### src/rtl/cpu_csr_access.sv
// cpu_csr_access: Zicsr instruction sequencer acting as the initiator on the
// CSR file port. Performs a read cycle, an optional write cycle, and reports
// the old CSR value for rd or an illegal-instruction exception.
module cpu_csr_access (
    input  logic        clk,
    input  logic        rst_n,
    input  logic        start,
    input  logic [2:0]  funct3,
    input  logic [11:0] csr_addr,
    input  logic [4:0]  rs1_idx,
    input  logic [31:0] rs1_val,
    input  logic [4:0]  rd_idx,
    input  logic [31:0] inst,
    output logic        busy,
    output logic        done,
    output logic [31:0] rd_val,
    output logic        rd_wr,
    output logic        illegal,
    output logic [31:0] exc_cause,
    output logic [31:0] exc_value,
    output logic [11:0] csr_addr_o,
    input  logic [31:0] csr_rdata,
    input  logic        csr_allowed,
    output logic [31:0] csr_wdata,
    output logic        csr_wr
);

    localparam logic [1:0] S_IDLE  = 2'd0;
    localparam logic [1:0] S_READ  = 2'd1;
    localparam logic [1:0] S_WRITE = 2'd2;
    localparam logic [1:0] S_DONE  = 2'd3;

    logic [1:0]  state;
    logic [2:0]  f3_q;
    logic [11:0] addr_q;
    logic [4:0]  uimm_q;
    logic [31:0] rs1_val_q;
    logic [4:0]  rd_idx_q;
    logic [31:0] inst_q;
    logic [31:0] old_q;
    logic [31:0] new_q;
    logic [31:0] rd_val_q;
    logic        rd_wr_q;
    logic        ill_q;
    logic [31:0] cause_q;
    logic [31:0] value_q;

    logic [31:0] operand;
    logic [31:0] new_val;
    logic        wants_write;
    logic        ill_now;

    // Read-cycle evaluation: operand select, new value, write intent, legality
    always_comb begin
        operand     = f3_q[2] ? {27'b0, uimm_q} : rs1_val_q;
        new_val     = operand;
        case (f3_q[1:0])
            2'b10:   new_val = csr_rdata | operand;
            2'b11:   new_val = csr_rdata & ~operand;
            default: new_val = operand;
        endcase
        wants_write = (f3_q[1:0] == 2'b01) || (uimm_q != 5'd0);
        ill_now     = (f3_q[1:0] == 2'b00) || !csr_allowed ||
                      (wants_write && (addr_q[11:10] == 2'b11));
    end

    // Sequencer state, operand latches and registered result outputs
    always_ff @(posedge clk or negedge rst_n) begin
        if (!rst_n) begin
            state     <= S_IDLE;
            f3_q      <= '0;
            addr_q    <= '0;
            uimm_q    <= '0;
            rs1_val_q <= '0;
            rd_idx_q  <= '0;
            inst_q    <= '0;
            old_q     <= '0;
            new_q     <= '0;
            rd_val_q  <= '0;
            rd_wr_q   <= 1'b0;
            ill_q     <= 1'b0;
            cause_q   <= '0;
            value_q   <= '0;
        end else begin
            case (state)
                S_IDLE: begin
                    if (start) begin
                        f3_q      <= funct3;
                        addr_q    <= csr_addr;
                        uimm_q    <= rs1_idx;
                        rs1_val_q <= rs1_val;
                        rd_idx_q  <= rd_idx;
                        inst_q    <= inst;
                        state     <= S_READ;
                    end
                end
                S_READ: begin
                    old_q <= csr_rdata;
                    new_q <= new_val;
                    if (wants_write && !ill_now) begin
                        state <= S_WRITE;
                    end else begin
                        // No write cycle: results are loaded now so they appear with done
                        state    <= S_DONE;
                        rd_val_q <= ill_now ? 32'd0 : csr_rdata;
                        rd_wr_q  <= !ill_now && (rd_idx_q != 5'd0);
                        ill_q    <= ill_now;
                        cause_q  <= ill_now ? 32'd2 : 32'd0;
                        value_q  <= ill_now ? inst_q : 32'd0;
                    end
                end
                S_WRITE: begin
                    state    <= S_DONE;
                    rd_val_q <= old_q;
                    rd_wr_q  <= (rd_idx_q != 5'd0);
                    ill_q    <= 1'b0;
                    cause_q  <= '0;
                    value_q  <= '0;
                end
                default: begin
                    state    <= S_IDLE;
                    rd_val_q <= '0;
                    rd_wr_q  <= 1'b0;
                    ill_q    <= 1'b0;
                    cause_q  <= '0;
                    value_q  <= '0;
                end
            endcase
        end
    end

    assign busy       = (state != S_IDLE);
    assign done       = (state == S_DONE);
    assign csr_wr     = (state == S_WRITE);
    assign csr_wdata  = new_q;
    assign csr_addr_o = addr_q;
    assign rd_val     = rd_val_q;
    assign rd_wr      = rd_wr_q;
    assign illegal    = ill_q;
    assign exc_cause  = cause_q;
    assign exc_value  = value_q;

endmodule

### config.mk
export PLATFORM = sky130hd
export DESIGN_NAME = cpu_csr_access
export DESIGN_NICKNAME = d
export VERILOG_FILES = /design/src/rtl/cpu_csr_access.sv
export SDC_FILE = /design/constraint.sdc
export NUM_CORES = 1
export LEC_CHECK = 0
export BUFFER_PORTS_ARGS = -buffer_cell sky130_fd_sc_hd__buf_4
export CAP_MARGIN = 15
export CORE_MARGIN = 2
export CORE_UTILIZATION = 47
export DETAILED_ROUTE_END_ITERATION = 10
export PLACE_DENSITY = 0.81
export SYNTH_ARGS = -nofsm -noshare
export SYNTH_HDL_FRONTEND = slang
export SYNTH_SLANG_ARGS = --single-unit
### constraint.sdc
create_clock -name clk -period 1.8 [get_ports clk]
set_input_delay 0 -clock clk [delete_from_list [all_inputs] [get_ports clk]]
set_output_delay 0 -clock clk [all_outputs]
set_load 0.1 [all_outputs]
==> Word level (Yosys, flattened, before mapping) <==
Index checks and enable logic that the tools add are counted.
{ "totals": {"ff_bits": 253, "romBits": 0, "out_inout_bits": 145, "latch_bits": 0, "wordCells": 60, "in_bits": 125, "mem_bits_rw": 0, "memories": 0} }
{ "op_classes": {"bitwise_logic": 4, "n_mul": 0, "shift": 0, "n_reduce_logical": 15, "n_lt_le_gt_ge": 0, "eq_ne": 9, "add_sub_neg": 0, "n_mux": 18, "n_div": 0} }
{ "ops": {"columns": ["cell", "n"], "rows": [
  ["$mux 32", 6],
  ["$pmux 32 s2", 3],
  ["$pmux 32 s3", 1],
  ["$and 32x32->32", 1],
  ["$not 32->32", 1],
  ["$or 32x32->32", 1],
  ["$eq 2x2->1 const B", 5],
  ["$reduce_bool 5->1", 2],
  ["$pmux 2 s3", 1],
  ["$eq 2x1->1 const B", 2],
  ["$logic_not 2->1", 2],
  ["$mux 2", 2],
  ["$ne 2x2->1 const B", 2],
  ["$reduce_and 2->1", 2],
  ["$logic_and 1x1->1", 3],
  ["$logic_or 1x1->1", 3],
  ["$mux 1", 3],
  ["$pmux 1 s3", 1],
  ["$logic_not 1->1", 2],
  ["$pmux 1 s2", 1],
  ["$reduce_bool 2->1", 1],
  ["$not 1->1", 1]
]} }

==> Longest topological paths before layout <==
Gate-level depths: netlist of the first run.
{ "depth": {"word_depth": 8, "depth_mapped": 8, "mapped_depth_nobuf": 6} }

==> Worst setup path before layout of the first run <==
OpenSTA, ideal clock, no wires.
{ "synth_path": {"path_type": "reg2reg", "startpoint": "register state[0]", "endpoint": "register state[0]", "synth_period_minus_slack_ns": 2.172, "required_ns": 1.733, "arrival_time_ns": 2.105, "setup_ns": 0.067, "n_path_buf": 2, "path_slack_ns": -0.372, "stages_incl_launch_ff": 8, "cell_sequence": "dfrtp_1 -> inv_1 -> ha_1 -> clkbuf_1 -> clkbuf_1 -> nor2_1 -> o21ai_1 -> o311a_1"} }
{ "synth_via": {"elab_chain_len": 2, "elab_cells_between_ends": 5, "cone_classes": "eq/ne (3); mux (1); reduce/logical (1)"} }
{ "synth_lines": {"columns": ["element", "line", "rtl"], "rows": [
  ["start, declared", "33", "logic [1:0] state;"],
  ["start signal, assigned", "70", "state <= S_IDLE;"],
  ["start signal, assigned", "94", "state <= S_READ;"],
  ["start signal, assigned", "101", "state <= S_WRITE;"],
  ["$eq 2x2->1", null, null],
  ["via csr_wr", "25", "output logic csr_wr"],
  ["$pmux 2 s3", "85", "case (state)"]
]} }
The timed path passes the listed nets, and every way through them passes these cells.
A chain may end at the register's enable or synchronous reset.

==> Final worst setup path of the first run <==
{ "layout_path": {"startpoint": "register state[1]", "endpoint": "register inst_q[10]"} }
{ "layout_via": {"elab_chain_len": 2} }
{ "layout_lines": {"columns": ["element", "line", "rtl"], "rows": [
  ["$logic_not 2->1", "85", null],
  ["$reduce_and 2->1 (no line)", null, null],
  ["end signal, assigned", "93", "inst_q <= inst;"],
  ["end, declared", "39", "logic [31:0] inst_q;"]
]} }
Every way passes these cells.

==> results of run 1 <==
## kinds of logic after synthesis
group	after synthesis
AOI/OAI and AO/OA	229
DFF	221
buffers and inverters	121
and+or+nand+nor	115
muxes	98
adders and majority gates	4
other	1
## final cells by class
type                            count  area share (%)
Antenna cell                        1          0.0183
Clock buffer                       36            5.14
Clock inverter                      4           0.557
Inverter                           36            1.00
Multi-Input combinational cell    478            25.2
Sequential cell                   221            40.4
Tap cell                          265            2.42
Timing Repair Buffer              398            25.3
## stage by stage
step	cell area [um^2]	hold WS (ps)	setup TNS, ps	std cells	worst slack, ps
floorplan	9610	-296	-206	819	-20.6
global placement	11600	28.9	-596	1268	-20.0
detailed placement	11600	30.1	-2720	1268	-112
CTS	13600	93.5	0	1433	6.86
global route	13700	109	-76.4	1439	-26.0
finish	13700	78.4	0	1439	9.52
## final timing paths
kind	from	slack [ps]	to	cells past startpoint
min in group clk	csr_allowed	250	state[0]$_DFFE_PN0P_	6
hold reg to reg	csr_wdata[26]$_DFFE_PN0P_	480	csr_wdata[26]$_DFFE_PN0P_	1
setup / recovery	state[1]$_DFFE_PN0P_	10	inst_q[10]$_DFFE_PN0P_	5
setup reg to reg	state[1]$_DFFE_PN0P_	10	inst_q[10]$_DFFE_PN0P_	5
hold / removal	rst_n	80	rs1_val_q[21]$_DFFE_PN0P_	2
max in group asynchronous	rst_n	1010	csr_addr_o[1]$_DFFE_PN0P_	3
## cell usage after synthesis (8+ instances only)
| master | count |
|---|---|
| sky130_fd_sc_hd__inv_1 | 34 |
| sky130_fd_sc_hd__buf_6 | 8 |
| sky130_fd_sc_hd__a211oi_1 | 28 |
| sky130_fd_sc_hd__mux2_1 | 89 |
| sky130_fd_sc_hd__nand2_1 | 74 |
| sky130_fd_sc_hd__buf_4 | 33 |
| sky130_fd_sc_hd__o21ai_0 | 33 |
| sky130_fd_sc_hd__a21oi_1 | 32 |
| sky130_fd_sc_hd__buf_1 | 9 |
| sky130_fd_sc_hd__o21ai_1 | 36 |
| sky130_fd_sc_hd__dfrtp_1 | 221 |
| sky130_fd_sc_hd__a22o_1 | 65 |
| sky130_fd_sc_hd__clkbuf_1 | 22 |
| sky130_fd_sc_hd__nor2b_1 | 27 |
| sky130_fd_sc_hd__buf_2 | 12 |
| sky130_fd_sc_hd__a21o_1 | 28 |
## what timing repair did
action / in CTS / in global routing
hold endpoints to repair: 363 / 0
endpoints found under the setup margin: 33 / 67
buffers inserted: 1 / 5
hold buffers: 123 / 0
gates cloned: 1 / 0
pin swaps: 3 / 3
gates resized for setup: 2 / 3
## state kept, by name, summed over array words and instances (netlist names)
name / cells
csr_addr_o: 12
csr_wdata: 32
exc_cause: 1
exc_value: 32
f3_q: 3
inst_q: 32
old_q: 32
rd_idx_q: 5
rd_val: 32
rd_wr: 1
rs1_val_q: 32
state: 2
uimm_q: 5
## routing by layer
metal	vias to the layer above	track usage (%)	part of all wire, %
met5	-	0	0
met4	0	11.8	4.8
met3	110	4.92	6.7
met2	441	47.7	51
met1	3878	32.7	38
li1	3444	-	-
## critical path: cells and delay by family, from the launching register on
kind          cells  cell delay [ps]
mux               1              440
flops             1              390
buf+inv           2              340
fa+ha+maj         1              290
simple gates      1               80
==> key figures, run 1 <==
Run status
  – Status: finished clean

Synth
  – Multiplexer fraction of the synthesized cell area: 11.6%
  – Async set-or-reset flop fraction in the synthesized netlist: 100%
  – Post-synth cell types: 37
  – Syn Inst Count: 789
  – Dominant combinational cell family by area after synthesis: compound AO/OA/AOI/OAI gates
  – Warnings, synthesis: 0
  – Sequential-to-total area share from yosys stat: 58.4%
  – Synth area leader: sky130_fd_sc_hd__dfrtp_1
  – Average footprint of a synthesized cell: 12.0 um^2
  – Dominant register cell in the synthesized netlist: sky130_fd_sc_hd__dfrtp_1
  – Share of synthesized cell area in full adder, half adder and majority cells: 0.528%
  – Number of enable-type register cells in the synthesized netlist: 0
  – Area share of the largest cell type after synthesis: 58.4%
  – Leading cell types by total area after synthesis: sky130_fd_sc_hd__dfrtp_1 (58%), sky130_fd_sc_hd__mux2_1 (11%), sky130_fd_sc_hd__a22o_1 (6.0%)
  – Register bit count reported by yosys: 221
  – Synth Area in Simple Gates: 5.72%
  – Syn Std Cell Area: 9470 um^2
  – XOR/XNOR Fraction of Synth Area: 0%
  – Compound-Gate Fraction of Synth Area: 16.7%

Die
  – Die W: 146 um
  – Area of the core region: 19600 um^2
  – Die Height: 146 um
  – Die footprint: 21300 um^2
  – Starting density of the core: 48.4%
  – Total I/O pin count: 270
  – Rows: 51

Cells and area
  – Number of fill cells: 1239
  – Net total in the final layout: 1287
  – Area of the multi-input gates: 3460 um^2
  – Share of layout cells above drive strength 1: 28.3%
  – Layout-stage area growth over the synthesis result: 44.7%
  – Layout Utilization: 70.0%
  – Commonest non-fill, non-tap cell in the layout: sky130_fd_sc_hd__buf_4
  – Register area: 5540 um^2
  – Leading cell types in the layout, fill and taps excluded: sky130_fd_sc_hd__buf_4 (259), sky130_fd_sc_hd__dfrtp_1 (219), sky130_fd_sc_hd__dlygate4sd3_1 (123)

Timing
  – Unrepaired setup endpoints after global routing: yes
  – Setup violators final: 0
  – Worst Tran Pin Value: 605 ps
  – Worst-case headroom to the max-slew limit: 59.7%
  – Number of failing hold endpoints at the final stage: 0
  – Clock skew after layout: 13.8 ps
  – Final worst path period need: 1790 ps
  – Post-route clock period utilization: 99.5%
  – Peak clock frequency supported by timing: 559 MHz
  – Count of pins over their slew limit: 0

GRT
  – Number of antenna violations at the first check in global routing: 1
  – First-pass GRT wire length: 45600 um
  – Maximum number of pins on one net before global-route repair: 79
  – Sum of overflow across all layers after global routing: 0
  – Number of global-route vias before repair: 8067
  – GRT Total Usage: 27.1%

Clock network
  – Number of buffers inserted during clock tree synthesis: 23
  – Clock insertion delay at the later pin of the skew report: 510 ps
  – TritonCTS clock tree: yes
  – Clk buf depth: 3
  – Total number of H-tree levels: 1
  – Clock transition at the registers of the reported paths: 70 ps
  – Root buffer cell: sky130_fd_sc_hd__clkbuf_16
  – Number of sinks on the clock net: 221

Route
  – Via density per instance: 5.47
  – Via count of the routed design: 7873
  – Count of antenna-violating nets left after detailed routing: 0
  – First drt pass iteration count: 5
  – WL per Instance: 20.6 um
  – Final routed DRC violation total: 0
  – Final Routed Wirelength: 29700 um
  – Iteration-0 DRC count of the detailed router: 665

Worst setup path
  – Max stage delay on crit path: 440 ps
  – Category of the critical setup timing path: reg -> reg
  – Startpoint type of the worst setup path: flip-flop
  – Crit. End Element: flip-flop
  – Worst path slowest cell: sky130_fd_sc_hd__mux2_1
  – Worst-path fanout max: 75
  – Worst Path Arrival: 2160 ps
  – Sequence of cells on the critical path: inv_1 -> ha_2 -> nand2_4 -> buf_12 -> mux2_1
  – CP Data Required Time: 2170 ps

Placement
  – Number of I/O port buffers: 238
  – RD Place Congestion: 0.860
  – DPL Wire Length: 17000 um

Run
  – Max-cap check violation count: 0

Min path
  – Worst hold path class: in -> async
Power of run 1 is not shown: default switching activity piles up to over one toggle a cycle in this logic, so the estimate is an artifact.
==> run 2: changes to the inputs <==
CAP_MARGIN = 40   (was 15)
CORE_UTILIZATION = 50   (was 47)
PLACE_DENSITY = 0.82   (was 0.81)
clock period = 2.3 ns   (was 1.8 ns; I/O delays follow)
==> run 2 against run 1 <==
First-iteration DRC count fell by 31%. Clock skew grew 9.5 ps. Worst setup slack better by 250 ps. Via count shrank 4.7%. Maximum frequency shrank 12%. Register-to-register slack better by 250 ps. Wire length fell by 8.5%. Critical path depth grew 1. Sequential share of layout area rose by 1.2 points. Die area shrank 5.8%. Critical path type unchanged.
==> key figures, run 2 (synthesis gave the netlist of run 1 again) <==
Run status
  – Status: finished clean

Cells and area
  – Net total in the final layout: 1267
  – Share of layout cells above drive strength 1: 26.4%
  – Layout-stage area growth over the synthesis result: 40.4%
  – Leading cell types in the layout, fill and taps excluded: sky130_fd_sc_hd__buf_4 (249), sky130_fd_sc_hd__dfrtp_1 (221), sky130_fd_sc_hd__dlygate4sd3_1 (123)
  – Commonest non-fill, non-tap cell in the layout: sky130_fd_sc_hd__buf_4
  – Layout Utilization: 71.3%
  – Post-Layout Cell Count: 1387
  – Antenna cells: 0

Timing
  – Post-route clock period utilization: 88.9%
  – Final worst path period need: 2040 ps
  – Clock skew after layout: 23.4 ps
  – Worst-case headroom to the max-slew limit: 43.5%
  – Summed negative setup slack over all endpoints: 0 ps
  – Worst Tran Pin Value: 846 ps
  – Setup violators final: 0
  – Unrepaired setup endpoints after global routing: no
  – Count of pins over their slew limit: 0
  – Number of failing hold endpoints at the final stage: 0
  – Peak clock frequency supported by timing: 489 MHz
  – Hold_ws: 61.2 ps

Clock network
  – Clock insertion delay at the later pin of the skew report: 520 ps
  – Root buffer cell: sky130_fd_sc_hd__clkbuf_16
  – PostCTS Resize Cnt: 0
  – Clk buf depth: 3
  – TritonCTS clock tree: yes
  – Number of sinks on the clock net: 221
  – Total number of H-tree levels: 1
  – Number of buffers inserted during clock tree synthesis: 23
  – Clock transition at the registers of the reported paths: 60 ps

Die
  – Area of the core region: 18600 um^2
  – Starting density of the core: 50.8%
  – Die footprint: 20100 um^2
  – Die Height: 142 um
  – Rows: 50
  – Total I/O pin count: 270
  – Die W: 142 um

Placement
  – RD Place Congestion: 0.872
  – Number of cells in the design after placement: 1224
  – DPL Wire Length: 16400 um
  – Number of I/O port buffers: 238

Worst setup path
  – Worst Path Arrival: 2480 ps
  – Slack of the worst reg-to-reg path: 260 ps
  – Worst-path fanout max: 32
  – Crit. End Element: flip-flop
  – Category of the critical setup timing path: reg -> reg
  – CP Data Required Time: 2730 ps
  – Startpoint type of the worst setup path: flip-flop

Route
  – Iteration-0 DRC count of the detailed router: 458
  – WL per Instance: 19.6 um
  – First drt pass iteration count: 4
  – Final routed DRC violation total: 0
  – Via count of the routed design: 7503
  – Final Routed Wirelength: 27200 um
  – Count of antenna-violating nets left after detailed routing: 0
  – Via density per instance: 5.41

GRT
  – First-pass GRT wire length: 42300 um
  – GRT Total Usage: 27.1%
  – Sum of overflow across all layers after global routing: 0
  – Number of antenna violations at the first check in global routing: 0
  – Number of global-route vias before repair: 7698
  – Maximum number of pins on one net before global-route repair: 80

Run
  – Max-cap check violation count: 0

Min path
  – Worst hold path class: in -> async
## run 2: cell count changes in the layout (fill, tap and decap cells not counted), sizes merged
cell    delta
inv        +1
buf       -19
clkinv     +2
a21oi      -1
diode      -1
clkbuf     -1
bufinv     -2
## run 2: final timing paths
| check | start | end | depth (start not counted) |
|---|---|---|---|
| worst min-delay path | rst_n | rs1_val_q[18]$_DFFE_PN0P_ | 2 |
| worst max-delay path | state[0]$_DFFE_PN0P_ | rd_val[27]$_DFFE_PN0P_ | 6 |
| min in group clk | csr_allowed | state[0]$_DFFE_PN0P_ | 5 |
| max in group asynchronous | rst_n | exc_value[21]$_DFFE_PN0P_ | 3 |
| worst max register to register | state[0]$_DFFE_PN0P_ | rd_val[27]$_DFFE_PN0P_ | 6 |
| worst min register to register | inst_q[8]$_DFFE_PN0P_ | exc_value[8]$_DFFE_PN0P_ | 1 |
## run 2: routing by layer
metal / GRT usage (%) / part of all wire, % / up-vias
li1: - / - / 3408
met1: 33.3 / 39 / 3692
met2: 46.1 / 50 / 319
met3: 4.86 / 6.2 / 84
met4: 13.9 / 5.1 / 0
met5: 0 / 0 / -
## run 2: metrics by stage
step	worst slack, ps	area (um^2)
finish	256	13300
global route	129	13300
CTS	298	13300
detailed placement	321	11400
global placement	402	11400
floorplan	128	9590
## run 2: repair_timing
| action | in CTS | in global routing |
|---|---|---|
| setup buffers | 0 | 0 |
| endpoints found under the hold margin | 364 | 0 |
| hold buffers | 123 | 0 |
## run 2: layout make-up
class,count,area [um^2]
Tap cell,234,293
Sequential cell,221,5530
Clock buffer,35,661
Clock inverter,5,31.3
Fill cell,1167,5350
Timing Repair Buffer,379,3240
Inverter,36,135
Multi-Input combinational cell,477,3410
## run 2: critical path, cell delays in order, from the launching register on
cell and delay, ps:
sky130_fd_sc_hd__dfrtp_1 410, sky130_fd_sc_hd__inv_1 80, sky130_fd_sc_hd__ha_1 290, sky130_fd_sc_hd__inv_2 130, sky130_fd_sc_hd__nand2_1 120, sky130_fd_sc_hd__a21oi_4 670, sky130_fd_sc_hd__a22o_1 250
Power of run 2 is left out for the same reason.
